`src/rtl/l1d_data_ram_arb_if.sv`:
```
// Bus bundle for the L1D data-RAM scheduler: read/write request channels,
// the SRAM command/return port and the read response channel.
interface l1d_data_ram_arb_if #(
  parameter int IDX_W = 6,
  parameter int OFS_W = 2,
  parameter int WAY_W = 2,
  parameter int DAT_W = 128,
  parameter int ID_W  = 4
) ();
  localparam int BE_W  = DAT_W / 8;
  localparam int ADR_W = IDX_W + OFS_W + WAY_W;

  logic             rd_req_vld;
  logic             rd_req_rdy;
  logic [IDX_W-1:0] rd_req_index;
  logic [OFS_W-1:0] rd_req_offset;
  logic [WAY_W-1:0] rd_req_way;
  logic [ID_W-1:0]  rd_req_id;

  logic             wr_req_vld;
  logic             wr_req_rdy;
  logic [IDX_W-1:0] wr_req_index;
  logic [OFS_W-1:0] wr_req_offset;
  logic [WAY_W-1:0] wr_req_way;
  logic [DAT_W-1:0] wr_req_dat;
  logic [BE_W-1:0]  wr_req_be;

  logic             ram_en;
  logic             ram_we;
  logic [ADR_W-1:0] ram_addr;
  logic [DAT_W-1:0] ram_wdat;
  logic [BE_W-1:0]  ram_be;
  logic [DAT_W-1:0] ram_rdat;

  logic             rd_rsp_vld;
  logic [DAT_W-1:0] rd_rsp_dat;
  logic [ID_W-1:0]  rd_rsp_id;

  // Requesters plus SRAM macro side.
  modport master (
    output rd_req_vld, rd_req_index,
    output rd_req_offset, rd_req_way,
    output rd_req_id,
    input  rd_req_rdy,
    output wr_req_vld, wr_req_index,
    output wr_req_offset, wr_req_way,
    output wr_req_dat, wr_req_be,
    input  wr_req_rdy,
    input  ram_en, ram_we, ram_addr,
    input  ram_wdat, ram_be,
    output ram_rdat,
    input  rd_rsp_vld, rd_rsp_dat,
    input  rd_rsp_id
  );

  // Scheduler side.
  modport slave (
    input  rd_req_vld, rd_req_index,
    input  rd_req_offset, rd_req_way,
    input  rd_req_id,
    output rd_req_rdy,
    input  wr_req_vld, wr_req_index,
    input  wr_req_offset, wr_req_way,
    input  wr_req_dat, wr_req_be,
    output wr_req_rdy,
    output ram_en, ram_we, ram_addr,
    output ram_wdat, ram_be,
    input  ram_rdat,
    output rd_rsp_vld, rd_rsp_dat,
    output rd_rsp_id
  );
endinterface

```
`src/rtl/l1d_data_ram_arb.sv`:
```
// L1D data-RAM scheduler: one SRAM access per cycle, reads first,
// registered RAM command, RD_LAT-deep read tag pipe for responses.
// Ports: clk, rst_n (async, active-high), bus (l1d_data_ram_arb_if.slave).
// Option: L1D_DATA_ARB_STARVE_EN adds the write starvation counter and
// the WR_FORCE state; without it arbitration is strict read priority.
module l1d_data_ram_arb #(
  parameter int IDX_W      = 6,
  parameter int OFS_W      = 2,
  parameter int WAY_W      = 2,
  parameter int DAT_W      = 128,
  parameter int ID_W       = 4,
  parameter int RD_LAT     = 2,
  parameter int STARVE_MAX = 4
) (
  input logic               clk,
  input logic               rst_n,
  l1d_data_ram_arb_if.slave bus
);
  localparam int BE_W  = DAT_W / 8;
  localparam int ADR_W = IDX_W + OFS_W + WAY_W;

  if (RD_LAT < 1) begin : g_lat_chk
    $error("RD_LAT must be >= 1");
  end
  if (STARVE_MAX < 1 || STARVE_MAX > 15) begin : g_stv_chk
    $error("STARVE_MAX must be 1..15");
  end

  logic gnt_rd;
  logic gnt_wr;

`ifdef L1D_DATA_ARB_STARVE_EN
  typedef enum logic {
    RD_PRI   = 1'b0,
    WR_FORCE = 1'b1
  } st_e;

  localparam logic [3:0] CNT_MAX = 4'(STARVE_MAX);

  st_e        st_q;
  st_e        st_d;
  logic [3:0] cnt_q;
  logic [3:0] cnt_d;

  always_ff @(posedge clk or posedge rst_n) begin
    if (rst_n) begin
      st_q  <= RD_PRI;
      cnt_q <= '0;
    end else begin
      st_q  <= st_d;
      cnt_q <= cnt_d;
    end
  end

  always_comb begin
    st_d = st_q;
    unique case (st_q)
      RD_PRI: begin
        if (cnt_q == CNT_MAX)
          st_d = WR_FORCE;
      end
      WR_FORCE: begin
        if (gnt_wr || !bus.wr_req_vld)
          st_d = RD_PRI;
      end
      default: st_d = RD_PRI;
    endcase
    // Counts cycles a valid write was passed over.
    cnt_d = cnt_q;
    if (gnt_wr || !bus.wr_req_vld)
      cnt_d = '0;
    else if (cnt_q != CNT_MAX)
      cnt_d = cnt_q + 4'd1;
  end

  always_comb begin
    gnt_rd = 1'b0;
    gnt_wr = 1'b0;
    if (!rst_n) begin
      unique case (st_q)
        RD_PRI: begin
          gnt_rd = bus.rd_req_vld;
          gnt_wr = bus.wr_req_vld &&
                   !bus.rd_req_vld;
        end
        WR_FORCE: begin
          gnt_wr = bus.wr_req_vld;
          gnt_rd = bus.rd_req_vld &&
                   !bus.wr_req_vld;
        end
        default: ;
      endcase
    end
  end
`else
  always_comb begin
    gnt_rd = bus.rd_req_vld && !rst_n;
    gnt_wr = bus.wr_req_vld &&
             !bus.rd_req_vld && !rst_n;
  end
`endif

  assign bus.rd_req_rdy = gnt_rd;
  assign bus.wr_req_rdy = gnt_wr;

  logic             en_q;
  logic             we_q;
  logic [ADR_W-1:0] addr_q;
  logic [DAT_W-1:0] wdat_q;
  logic [BE_W-1:0]  be_q;
  logic [ID_W-1:0]  id_q;

  logic [ADR_W-1:0] rd_addr;
  logic [ADR_W-1:0] wr_addr;

  assign rd_addr = {bus.rd_req_way,
                    bus.rd_req_index,
                    bus.rd_req_offset};
  assign wr_addr = {bus.wr_req_way,
                    bus.wr_req_index,
                    bus.wr_req_offset};

  always_ff @(posedge clk or posedge rst_n) begin
    if (rst_n) begin
      en_q   <= 1'b0;
      we_q   <= 1'b0;
      addr_q <= '0;
      wdat_q <= '0;
      be_q   <= '0;
      id_q   <= '0;
    end else begin
      en_q   <= gnt_rd || gnt_wr;
      we_q   <= gnt_wr;
      addr_q <= gnt_wr ? wr_addr :
                gnt_rd ? rd_addr : '0;
      wdat_q <= gnt_wr ? bus.wr_req_dat : '0;
      be_q   <= gnt_wr ? bus.wr_req_be : '0;
      id_q   <= gnt_rd ? bus.rd_req_id : '0;
    end
  end

  assign bus.ram_en   = en_q;
  assign bus.ram_we   = we_q;
  assign bus.ram_addr = addr_q;
  assign bus.ram_wdat = wdat_q;
  assign bus.ram_be   = be_q;

  // Stage 0 follows the issued command; the tail lines up with ram_rdat.
  logic [RD_LAT-1:0] pv_q;
  logic [ID_W-1:0]   pid_q [RD_LAT];

  always_ff @(posedge clk or posedge rst_n) begin
    if (rst_n) begin
      for (int i = 0; i < RD_LAT; i++) begin
        pv_q[i]  <= 1'b0;
        pid_q[i] <= '0;
      end
    end else begin
      pv_q[0]  <= en_q && !we_q;
      pid_q[0] <= id_q;
      for (int i = 1; i < RD_LAT; i++) begin
        pv_q[i]  <= pv_q[i-1];
        pid_q[i] <= pid_q[i-1];
      end
    end
  end

  assign bus.rd_rsp_vld = pv_q[RD_LAT-1];
  assign bus.rd_rsp_id  = pid_q[RD_LAT-1];
  assign bus.rd_rsp_dat = pv_q[RD_LAT-1] ?
                          bus.ram_rdat : '0;
endmodule

```
`src/flat_wrapper.sv`:
```
// flat-port wrapper written by rule: the top's interface ports become plain ports
module l1d_data_ram_arb_flat 
#(
  parameter int IDX_W      = 6,
  parameter int OFS_W      = 2,
  parameter int WAY_W      = 2,
  parameter int DAT_W      = 128,
  parameter int ID_W       = 4,
  parameter int RD_LAT     = 2,
  parameter int STARVE_MAX = 4
)
  (clk, rst_n, bus_rd_req_vld, bus_rd_req_index, bus_rd_req_offset, bus_rd_req_way, bus_rd_req_id, bus_rd_req_rdy, bus_wr_req_vld, bus_wr_req_index, bus_wr_req_offset, bus_wr_req_way, bus_wr_req_dat, bus_wr_req_be, bus_wr_req_rdy, bus_ram_en, bus_ram_we, bus_ram_addr, bus_ram_wdat, bus_ram_be, bus_ram_rdat, bus_rd_rsp_vld, bus_rd_rsp_dat, bus_rd_rsp_id);
  l1d_data_ram_arb_if #(.IDX_W(IDX_W), .OFS_W(OFS_W), .WAY_W(WAY_W), .DAT_W(DAT_W), .ID_W(ID_W)) bus_i ();
  input logic clk;
  input logic rst_n;
  input wire logic [$bits(bus_i.rd_req_vld)-1:0] bus_rd_req_vld;
  input wire logic [$bits(bus_i.rd_req_index)-1:0] bus_rd_req_index;
  input wire logic [$bits(bus_i.rd_req_offset)-1:0] bus_rd_req_offset;
  input wire logic [$bits(bus_i.rd_req_way)-1:0] bus_rd_req_way;
  input wire logic [$bits(bus_i.rd_req_id)-1:0] bus_rd_req_id;
  output wire logic [$bits(bus_i.rd_req_rdy)-1:0] bus_rd_req_rdy;
  input wire logic [$bits(bus_i.wr_req_vld)-1:0] bus_wr_req_vld;
  input wire logic [$bits(bus_i.wr_req_index)-1:0] bus_wr_req_index;
  input wire logic [$bits(bus_i.wr_req_offset)-1:0] bus_wr_req_offset;
  input wire logic [$bits(bus_i.wr_req_way)-1:0] bus_wr_req_way;
  input wire logic [$bits(bus_i.wr_req_dat)-1:0] bus_wr_req_dat;
  input wire logic [$bits(bus_i.wr_req_be)-1:0] bus_wr_req_be;
  output wire logic [$bits(bus_i.wr_req_rdy)-1:0] bus_wr_req_rdy;
  output wire logic [$bits(bus_i.ram_en)-1:0] bus_ram_en;
  output wire logic [$bits(bus_i.ram_we)-1:0] bus_ram_we;
  output wire logic [$bits(bus_i.ram_addr)-1:0] bus_ram_addr;
  output wire logic [$bits(bus_i.ram_wdat)-1:0] bus_ram_wdat;
  output wire logic [$bits(bus_i.ram_be)-1:0] bus_ram_be;
  input wire logic [$bits(bus_i.ram_rdat)-1:0] bus_ram_rdat;
  output wire logic [$bits(bus_i.rd_rsp_vld)-1:0] bus_rd_rsp_vld;
  output wire logic [$bits(bus_i.rd_rsp_dat)-1:0] bus_rd_rsp_dat;
  output wire logic [$bits(bus_i.rd_rsp_id)-1:0] bus_rd_rsp_id;
  assign bus_i.rd_req_vld = bus_rd_req_vld;
  assign bus_i.rd_req_index = bus_rd_req_index;
  assign bus_i.rd_req_offset = bus_rd_req_offset;
  assign bus_i.rd_req_way = bus_rd_req_way;
  assign bus_i.rd_req_id = bus_rd_req_id;
  assign bus_rd_req_rdy = bus_i.rd_req_rdy;
  assign bus_i.wr_req_vld = bus_wr_req_vld;
  assign bus_i.wr_req_index = bus_wr_req_index;
  assign bus_i.wr_req_offset = bus_wr_req_offset;
  assign bus_i.wr_req_way = bus_wr_req_way;
  assign bus_i.wr_req_dat = bus_wr_req_dat;
  assign bus_i.wr_req_be = bus_wr_req_be;
  assign bus_wr_req_rdy = bus_i.wr_req_rdy;
  assign bus_ram_en = bus_i.ram_en;
  assign bus_ram_we = bus_i.ram_we;
  assign bus_ram_addr = bus_i.ram_addr;
  assign bus_ram_wdat = bus_i.ram_wdat;
  assign bus_ram_be = bus_i.ram_be;
  assign bus_i.ram_rdat = bus_ram_rdat;
  assign bus_rd_rsp_vld = bus_i.rd_rsp_vld;
  assign bus_rd_rsp_dat = bus_i.rd_rsp_dat;
  assign bus_rd_rsp_id = bus_i.rd_rsp_id;
  l1d_data_ram_arb #(.IDX_W(IDX_W), .OFS_W(OFS_W), .WAY_W(WAY_W), .DAT_W(DAT_W), .ID_W(ID_W), .RD_LAT(RD_LAT), .STARVE_MAX(STARVE_MAX)) u_core (.clk(clk), .rst_n(rst_n), .bus(bus_i));
endmodule
```
`config.mk`:
```
export PLATFORM = sky130hd
export DESIGN_NAME = l1d_data_ram_arb_flat
export DESIGN_NICKNAME = d
export VERILOG_FILES = /design/src/rtl/l1d_data_ram_arb_if.sv /design/src/rtl/l1d_data_ram_arb.sv /design/src/flat_wrapper.sv
export SDC_FILE = /design/constraint.sdc
export NUM_CORES = 1
export LEC_CHECK = 0
export ABC_AREA = 0
export CAP_MARGIN = 20
export CORE_AREA = 2 2 230 232
export DETAILED_ROUTE_END_ITERATION = 6
export DIE_AREA = 0 0 232 234
export GPL_TIMING_DRIVEN = 0
export PLACE_DENSITY = 0.49
export SETUP_SLACK_MARGIN = 0.2
export SYNTH_ARGS = -nofsm -noshare
export SYNTH_HDL_FRONTEND = slang
export SYNTH_SLANG_ARGS = --single-unit
```
`constraint.sdc`:
```
create_clock -name clk -period 5.6 [get_ports clk]
set_input_delay 1.12 -clock clk [delete_from_list [all_inputs] [get_ports clk]]
set_output_delay 1.12 -clock clk [all_outputs]
set_load 0.1 [all_outputs]
```
# Yosys cells after proc, flatten, opt, wreduce, memory -nomap -nowiden
# Cells that the tools add are included.
[totals]
register_bits = 170
inputBits = 300
out_inout_bits = 291
[op_classes]
n_reduce_logical = 8
mux = 6
[op_table]
columns = ["op", "count"]
rows = [
  ["128-bit two-way mux", 2],
  ["10-bit two-way mux", 2],
  ["16-bit two-way mux", 1],
  ["1-bit logical AND", 4],
  ["4-bit two-way mux", 1],
  ["1-bit logical NOT", 3],
  ["1-bit logical OR", 1],
]

# Longest topological paths before layout
# Gate-level depths: netlist of the first run.
[logic_depth]
ltp_word = 4
mapped_depth = 4

# Worst setup path before layout of the first run
# No wires, ideal clock.
[synth_timing]
kind = "register to output"
startpoint = "reg u_core.pv_q[1]"
endpoint = "out bus_rd_rsp_dat[100]"
required_time_ns = 4.480
arrival_time_ns = 2.226
path_stages_with_launch = 4
slack_ns = 2.254
path_buffers = 2
path_cell_list = "dfrtp_1 clkbuf_1 clkbuf_1 and2_1"
[synth_via]
elab_chain_len = 1
[synth_lines]
columns = ["item", "line_no", "source"]
rows = [
  ["start, declared", "l1d_data_ram_arb.sv:149", "logic [RD_LAT-1:0] pv_q;"],
  ["start signal, assigned by index", "l1d_data_ram_arb.sv:162", "pv_q[i] <= pv_q[i-1];"],
  ["128-bit two-way mux", "l1d_data_ram_arb.sv:170", "assign bus.rd_rsp_dat = pv_q[RD_LAT-1] ?"],
  ["end, declared", "flat_wrapper.sv:36", "output wire logic [$bits(bus_i.rd_rsp_dat)-1:0] bus_rd_rsp_dat;"],
]
# Every way passes these cells.

# Final worst setup path of the first run
[layout_timing]
startpoint = "in rst_n"
endpoint = "out bus_wr_req_rdy"
[layout_via]
elab_chain_len = 2
[layout_lines]
columns = ["item", "line_no", "source"]
rows = [
  ["start, declared", "flat_wrapper.sv:15", "input logic rst_n;"],
  ["1-bit logical NOT", "l1d_data_ram_arb.sv:99", "!bus.rd_req_vld && !rst_n;"],
  ["1-bit logical AND", "l1d_data_ram_arb.sv:99", ""],
  ["end, declared", "flat_wrapper.sv:28", "output wire logic [$bits(bus_i.wr_req_rdy)-1:0] bus_wr_req_rdy;"],
]
# Every way passes these cells.

==> results of run 1 <==
==> power by group through the flow <==
stage | combinational, mW | clock (mW) | sequential, mW
CTS | 1.18 | 1.27 | 1.27
finish | 1.17 | 1.20 | 1.27
global placement | 1.16 | 0 | 1.30
global route | 1.21 | 1.32 | 1.28
detailed placement | 1.18 | 0 | 1.30
floorplan | 0.477 | 0 | 1.53
==> through the flow <==
step                power [mW]  utilization (%)  area, sq um  hold slack, ps
global route              3.80             26.7        13900             345
floorplan                 2.01                -         6290             331
detailed placement        2.48             25.6        13300             336
CTS                       3.73             26.7        13900             337
global placement          2.46             25.1        13100             332
finish                    3.64             26.7        13900             337
==> final timing paths <==
kind	endpoint	slack (ps)	cells after the start
max in group asynchronous	u_core.bus.ram_wdat[82]$_DFF_PP0_	3140	5
max	bus_wr_req_rdy	590	4
max reg2reg	u_core.pv_q[0]$_DFF_PP0_	4920	1
min reg2reg	u_core.bus.rd_rsp_id[3]$_DFF_PP0_	340	0
min	u_core.bus.rd_rsp_id[3]$_DFF_PP0_	340	0
min in group asynchronous	u_core.bus.rd_rsp_id[3]$_DFF_PP0_	1290	2
==> sequential cells by signal, indices dropped and copies added, names as in the netlist <==
register	cells
u_core.bus.ram_addr	10
u_core.bus.ram_be	16
u_core.bus.ram_en	1
u_core.bus.ram_wdat	128
u_core.bus.ram_we	1
u_core.bus.rd_rsp_id	4
u_core.id_q	4
u_core.pid_q	4
u_core.pv_q	2
==> kinds of logic (layout without fill, tap and decap cells) <==
group	after synthesis	in the layout	synth area share, %
other	0	4	0
AND/OR/NAND/NOR	282	282	28.1
AO/OA/AOI/OAI	10	10	1.59
buffers and inverters	36	669	2.65
flip-flops	170	170	67.6
==> metal layers <==
layer  share of wire [%]  up-vias  routed length [um]
met2                  52      361               18500
met4                 4.0       20                1400
li1                    -     2757                   -
met1                  32     2778               11500
met3                  11       64                3990
met5                0.37        -                 133
==> layout make-up <==
cell class | count | area, sq um | share of cell area [%]
timing repair buffer | 601 | 6140 | 44.2
sequential | 170 | 4250 | 30.6
multi-input combinational | 292 | 1870 | 13.5
tap | 688 | 861 | 6.20
clock buffer | 19 | 443 | 3.19
buffer | 35 | 163 | 1.17
clock inverter | 13 | 133 | 0.955
antenna | 4 | 10.0 | 0.0721
inverter | 1 | 7.51 | 0.0541
==> cell usage in the layout, fill, tap and decap left out, drive strengths merged <==
| cell type | synthesis | routed |
|---|---|---|
| clkdlybuf4s50 | 0 | 590 |
| a32o | 10 | 10 |
| nor2b | 2 | 2 |
| clkinv | 0 | 3 |
| diode | 0 | 4 |
| nor2 | 3 | 3 |
| buf | 7 | 18 |
| inv | 1 | 7 |
| clkbuf | 28 | 47 |
| nor3b | 1 | 1 |
| and2 | 276 | 276 |
| clkinvlp | 0 | 3 |
| bufinv | 0 | 1 |
| dfrtp | 170 | 170 |
==> summary by stage, run 1 <==
Worst setup path
The critical path's top delay family is buffers and inverters. The slowest cell on the critical path is sky130_fd_sc_hd__clkdlybuf4s50_1. The worst setup path is launched from an input pin. Tracing the worst setup path back leads to its startpoint at rst_n. The maximum fanout encountered on the critical timing path is 11. The critical path capture point type is an output port. Walking the worst path, the cells encountered are clkdlybuf4s50_1 > nor3b_4 > buf_2 > clkdlybuf4s50_1. The largest single stage delay on the critical path is 1180 ps. The critical path data required time is 4480 ps. Together, buffers and inverters on the worst path number 3. The most numerous cell type found on the critical path is sky130_fd_sc_hd__clkdlybuf4s50_1. The startpoint of the worst-slack reg-to-reg timing path is u_core.bus.ram_we$_DFF_PP0_. For the worst setup path, the data arrival time is 3890 ps. The category of the critical setup timing path is in -> out.

Finish
The number of standard cells in the final layout excluding fillers is 1823. In the final layout, the share of cells above drive strength 1 is 4.95%. For this run, the post-layout net count is 1418. The layout overhead on the synthesized area is 121%. The number of filler cells placed in the layout is 5499.

Power and ir drop
The power density over the cells is 262 mW/mm^2. The cell internal power dissipation is 2.27 mW. The sequential cell fraction of total power is 35.0%. The maximum resistive drop on vdd is 0.264 mV. The leakage component of the power is 5.81 nW. The switching portion of total power is 37.6%. Combinational logic burns 32.1% of the power.

The switching power is 1.37 mW. In this run, the clock network consumes 33.0% of the power.

Clock tree
The clock latency reported for the late side of the worst-skew pair is 470 ps. The number of clock sinks is 170. The number of setup buffers added after CTS is 0. The clock transition at the register clock pins on the worst setup and hold paths after CTS is 70 ps. TritonCTS created 17 clock buffers. The H-tree was split into 4 levels. Counting along the longest clock path gives a buffer depth of 2. After clock tree synthesis, the flow added hold-fix buffers numbering 0. TritonCTS built the clock tree. In this run the clock root is driven by a sky130_fd_sc_hd__clkbuf_16.

The number of instances resized during post-cts repair is 0.

Yosys
The Yosys step of the flow raised 0 warnings. The post-synthesis cell count is 498. By instance count, the leading cell after synthesis is sky130_fd_sc_hd__and2_1. The largest area contributor in the synthesized netlist is sky130_fd_sc_hd__dfrtp_1. By area the synthesized netlist is led by sky130_fd_sc_hd__dfrtp_1 68%, sky130_fd_sc_hd__and2_1 27%, sky130_fd_sc_hd__a32o_1 1.6%. The flip-flop and latch count after synthesis is 170. The proportion of register bits with asynchronous set or reset after synthesis is 100%. The average instance area after synthesis is 12.6 sq um. After synthesis, the most frequently instantiated cells are 276 x sky130_fd_sc_hd__and2_1, 170 x sky130_fd_sc_hd__dfrtp_1, 23 x sky130_fd_sc_hd__clkbuf_1. The netlist uses 12 different library cells. When the netlist entered floorplanning its net count stood at 798. The mapped netlist covers 0.00629 sq mm. The area share of the largest cell type after synthesis is 67.6%.

The part of the Yosys area used for sequential elements is 67.6%. The dominant synthesized flop cell is sky130_fd_sc_hd__dfrtp_1. The number of enable-type register cells in the synthesized netlist is 0.

Timing
Measured against its own limit, the worst slew margin works out to 20.9%. The largest clock skew in the final design is 10.2 ps. Counting I/O delays and the setup requirement, the final critical path takes 5010 ps.

The actual transition at the worst max-transition pin is 1180 ps. The total negative slack is 0 ps. The number of hold violations in the final report is 0.

The count of final max-slew check failures is 0. Setup violations remaining at the end of the flow were counted as 0. Once routing completed, OpenROAD measured the worst setup slack at 594 ps.

The achievable frequency is 200 MHz. Dividing the final minimum period by the clock period gives 89.4%. Setup repair after global routing left no endpoint under its margin.

GRT
The overall overflow remaining after global route is 0. The pin count of the biggest net entering global routing is 42. The number of antenna violations at the first check in global routing came to 16. The met1 layer usage reported by global route is 11.7%. The layer flagged by global routing as most heavily used is met2. The number of global-route vias before repair is 6487.

The wire length of the first global-routing pass is 47600 um. Global routing used 23.2% of the available met2 tracks. Global routing consumed, on the met3 layer, 6.88% of the routing resources. Across every metal layer, demand over resource in global routing totals 12.8%.

Floorplanning
The starting utilization of the core area is 12.1%. The I/O pin count is 591. The placeable core area is 0.0520 sq mm.

The die height is 234 um. The initialized floorplan defines 84 standard-cell rows. The horizontal extent of the die is 232 um. The floorplan step defined a die boundary enclosing 0.0543 sq mm.

Placement
Before CTS, the worst setup slack after placement is 414 ps. Counting tap cells, the placed design contains a total of 1787 instances. Detailed placement finished with a half-perimeter wire length of 30200 um. The congestion estimate from routability-driven global placement came to 0.786. The count of input and output buffers is 590.

Worst hold path
The type of the worst min-delay path is reg -> reg. The critical hold path startpoint is u_core.pid_q[7]$_DFF_PP0_.

Route
The post-detailed-route count of antenna-violating nets is 0. The average detailed-routed wire length per instance is 19.5 um. The total routed wirelength is 35500 um. The number of DRC markers in iteration 0 is 108. The DRC violation count after routing is 0. The number of search-and-repair iterations in the first detailed-routing pass is 4. The average via count per standard cell is 3.28.

The final route contains 5980 vias.

Outcome
The run finished with clean final reports.

Job
Across the run, the number of max-cap violations was 0.
(Power assumes the default switching activity.)
==> inputs of run 2 (changes only) <==
--- a/config.mk
+++ b/config.mk
@@ -8,9 +8,9 @@
 export ABC_AREA = 0
 export CAP_MARGIN = 20
 export CORE_AREA = 2 2 230 232
+export CTS_CLUSTER_DIAMETER = 150
 export DETAILED_ROUTE_END_ITERATION = 6
 export DIE_AREA = 0 0 232 234
-export GPL_TIMING_DRIVEN = 0
 export PLACE_DENSITY = 0.49
 export SETUP_SLACK_MARGIN = 0.2
 export SYNTH_ARGS = -nofsm -noshare
==> run 2 against run 1 <==
  * Clock-buffer cell count stayed put
  * Register-to-register slack better by 40 ps
  * Final cell count down 2.3%
  * First-iteration DRC count grew 5.6%
  * Sequential power about the same
  * Global-route usage down 0.39 points
  * Clock power is essentially flat
  * Core utilization down 0.87 points
  * Non-clock buffer count down 40
  * Sequential cell count unchanged
  * Critical path depth shrank 2
  * Via count shrank 2.0%
==> summary by stage, run 2 (synthesized netlist as in run 1, its figures left out) <==
GRT
The number of global-route vias before repair was 6182 (was 6487). The overall overflow remaining after global route is 0 (unchanged). The pin count of the biggest net entering global routing is 130 (was 42). The global router's overall resource usage is 12.4% (was 12.8%). The wire length of the first global-routing pass is 46200 um (was 47600 um). The number of antenna violations at the first check in global routing is 10 (was 16).

Placement
The estimated wirelength of the detail-placed design is 28600 um (was 30200 um). The cell area after placement is 0.0129 sq mm (was 0.0133 sq mm). The worst setup slack before clock tree synthesis is 1440 ps (was 414 ps). The placer congestion estimate came to 0.746 (was 0.786). The count of input and output buffers is 590 (unchanged).

Job
The total of max-cap violations is 0 (unchanged).

Worst setup path
The reg-to-reg critical path endpoint is u_core.pv_q[0]$_DFF_PP0_ (unchanged). The number of logic stages on the critical path including buffering is 2 (was 4). The slowest cell on the critical path is sky130_fd_sc_hd__clkdlybuf4s50_1 (unchanged).

The critical path data required time came to 4480 ps (about the same). The highest cell delay on the worst timing path is 1170 ps (was 1180 ps). The slack of the worst reg-to-reg path is 4960 ps (was 4920 ps).

The number of cell instances on the worst register-to-register path is 1 (unchanged). The timing endpoint of the critical path is bus_rd_rsp_dat[25] (was bus_wr_req_rdy). The launching element of the worst setup path is u_core.pv_q[1]$_DFF_PP0_ (was rst_n). The maximum fanout encountered on the critical timing path was 129 (was 11). The critical path capture point type is an output port (unchanged). The critical path's top delay family is buffers and inverters (unchanged).

The category of the critical setup timing path is reg -> out (was in -> out). Crit-path cells: and2_1 > clkdlybuf4s50_1 (was clkdlybuf4s50_1 > nor3b_4 > buf_2 > clkdlybuf4s50_1). The buffer and inverter count on the worst path was 1 (was 3). The startpoint kind of the worst setup timing path is a flip-flop (was input pin). The arrival time of data at the critical path endpoint is 3120 ps (was 3890 ps). The startpoint of the worst-slack reg-to-reg timing path is u_core.bus.ram_we$_DFF_PP0_ (unchanged).

Floorplanning
The I/O pin count is 591 (unchanged). The starting utilization of the core area came to 12.1% (unchanged). The placeable core area is 0.0520 sq mm (unchanged). The die area came to 0.0543 sq mm (unchanged). The floorplan row count is 84 (unchanged).

The die height is 234 um (unchanged). The horizontal extent of the die is 232 um (unchanged).

Finish
The most frequent standard cell in the layout excluding fill and tap cells is sky130_fd_sc_hd__clkdlybuf4s50_1 (unchanged). The final layout net count is 1378 (was 1418). The fraction of final layout cells sized beyond drive strength 1 came to 6.87% (was 4.95%). The layout overhead on the synthesized area is 114% (was 121%). The number of flip-flops under the largest register name is 128 (unchanged). The final design area excluding fillers is 0.0134 sq mm (was 0.0139 sq mm). Highest-count cells in the layout ignoring fill and taps: 554 x sky130_fd_sc_hd__clkdlybuf4s50_1, 276 x sky130_fd_sc_hd__and2_1, 169 x sky130_fd_sc_hd__dfrtp_1, 42 x sky130_fd_sc_hd__buf_4, 17 x sky130_fd_sc_hd__clkbuf_16 (was 590 x sky130_fd_sc_hd__clkdlybuf4s50_1, 276 x sky130_fd_sc_hd__and2_1, 170 x sky130_fd_sc_hd__dfrtp_1, 24 x sky130_fd_sc_hd__clkbuf_1, 17 x sky130_fd_sc_hd__clkbuf_16).

Route
The number of search-and-repair iterations in the first detailed-routing pass is 4 (unchanged). The average detailed-routed wire length per instance is 19.4 um (was 19.5 um). The average via count per standard cell is 3.29 (was 3.28). The DRC violation count after routing is 0 (unchanged).

The number of vias in the routed layout was 5859 (was 5980). The total routed wirelength is 34600 um (was 35500 um). The post-detailed-route count of antenna-violating nets is 0 (unchanged). The number of DRC markers in iteration 0 is 114 (was 108).

Clock tree
The number of setup buffers added after CTS was 0 (unchanged). The clock transition at the register clock pins on the worst setup and hold paths after CTS was 70 ps (about the same). The number of instances resized during post-cts repair is 0 (unchanged). The total clock buffers created by CTS is 17 (unchanged).

The clock root buffer master is sky130_fd_sc_hd__clkbuf_16 (unchanged). The number of clock sinks was 170 (unchanged). The clock latency reported for the late side of the worst-skew pair came to 470 ps (about the same). The CTS tree is done (unchanged). The count of hold buffers inserted by post-cts repair came to 0 (unchanged). The number of levels the H-tree was split into is 4 (unchanged). The maximum count of clock buffers along a single path was 2 (unchanged).

Power and ir drop
The power density over the cells is 268 mW/mm^2 (was 262 mW/mm^2). The total chip power is 3.60 mW (was 3.64 mW). The leakage component of the power is 5.70 nW (was 5.81 nW). The maximum resistive drop on vdd is 0.256 mV (was 0.264 mV).

Timing
The count of final max-slew check failures was 0 (unchanged). The number of hold violations in the final report was 0 (unchanged). The achievable frequency is 236 MHz (was 200 MHz). The worst slew slack as a fraction of its limit came to 23.8% (was 20.9%). The largest clock skew in the final design is 8.67 ps (was 10.2 ps). The total negative slack is 0 ps (unchanged). The number of setup violations in the final report is 0 (unchanged). The post-route worst setup slack is 1360 ps (was 594 ps). The share of the clock period used by the worst path is 75.7% (was 89.4%). RSZ-0062 raised after global routing: false (unchanged).

The actual transition at the worst max-transition pin was 1140 ps (was 1180 ps). The shortest period the worst path allows is 4240 ps (was 5010 ps).

Worst hold path
The type of the worst min-delay path is reg -> reg (unchanged).

Outcome
Outcome: finished clean (unchanged).
## run 2: changes by cell type in the layout (fill, tap and decap cells not counted), moves of 5 or more
| cell | previous run | this run |
|---|---|---|
| sky130_fd_sc_hd__clkbuf_2 | 5 | 0 |
| sky130_fd_sc_hd__clkbuf_1 | 24 | 2 |
| sky130_fd_sc_hd__buf_12 | 9 | 0 |
| sky130_fd_sc_hd__buf_4 | 4 | 42 |
| sky130_fd_sc_hd__clkdlybuf4s50_1 | 590 | 554 |
## run 2: routing by layer
layer | track usage [%] | up-vias | part of all wire, % | routed length, um
met4 | 7.63 | 10 | 5.7 | 1980
li1 | - | 2675 | - | -
met1 | 11.1 | 2757 | 32 | 11000
met2 | 21.3 | 360 | 50 | 17300
met5 | 0 | - | 0.18 | 62
met3 | 7.39 | 57 | 13 | 4350
## run 2: layout make-up
class	instances	area, sq um
antenna	2	5.00
clock buffer	19	433
clock inverter	13	135
fill	5526	38600
inverter	1	7.51
multi-input combinational	292	1870
sequential	170	4260
tap	688	861
timing repair buffer	596	5860
## run 2: power by group
part / switching (mW) / leakage (nW) / total [mW] / internal (mW)
clock network: 0.562 / 0.270 / 1.19 / 0.624
registers: 0.0239 / 2.32 / 1.29 / 1.26
logic: 0.774 / 3.11 / 1.13 / 0.351
## run 2: how the worst min path moves through the flow
stage	start	endpoint	cells after the start
after floorplan	u_core.pid_q[4]$_DFF_PP0_	u_core.bus.rd_rsp_id[0]$_DFF_PP0_	0
after global placement	u_core.id_q[2]$_DFF_PP0_	u_core.pid_q[6]$_DFF_PP0_	0
after detailed placement	u_core.pv_q[0]$_DFF_PP0_	u_core.pv_q[1]$_DFF_PP0_	0
after CTS	u_core.id_q[3]$_DFF_PP0_	u_core.pid_q[7]$_DFF_PP0_	0
after global routing	u_core.id_q[2]$_DFF_PP0_	u_core.pid_q[6]$_DFF_PP0_	0
final	u_core.id_q[3]$_DFF_PP0_	u_core.pid_q[7]$_DFF_PP0_	0
## run 2: through the flow
| step | std cells | util (%) | hold WS, ps |
|---|---|---|---|
| floorplan | 498 | - | 331 |
| global placement | 1747 | 24.7 | 331 |
| detailed placement | 1747 | 24.7 | 336 |
| CTS | 1779 | 25.8 | 346 |
| global route | 1779 | 25.8 | 357 |
| finish | 1781 | 25.8 | 344 |
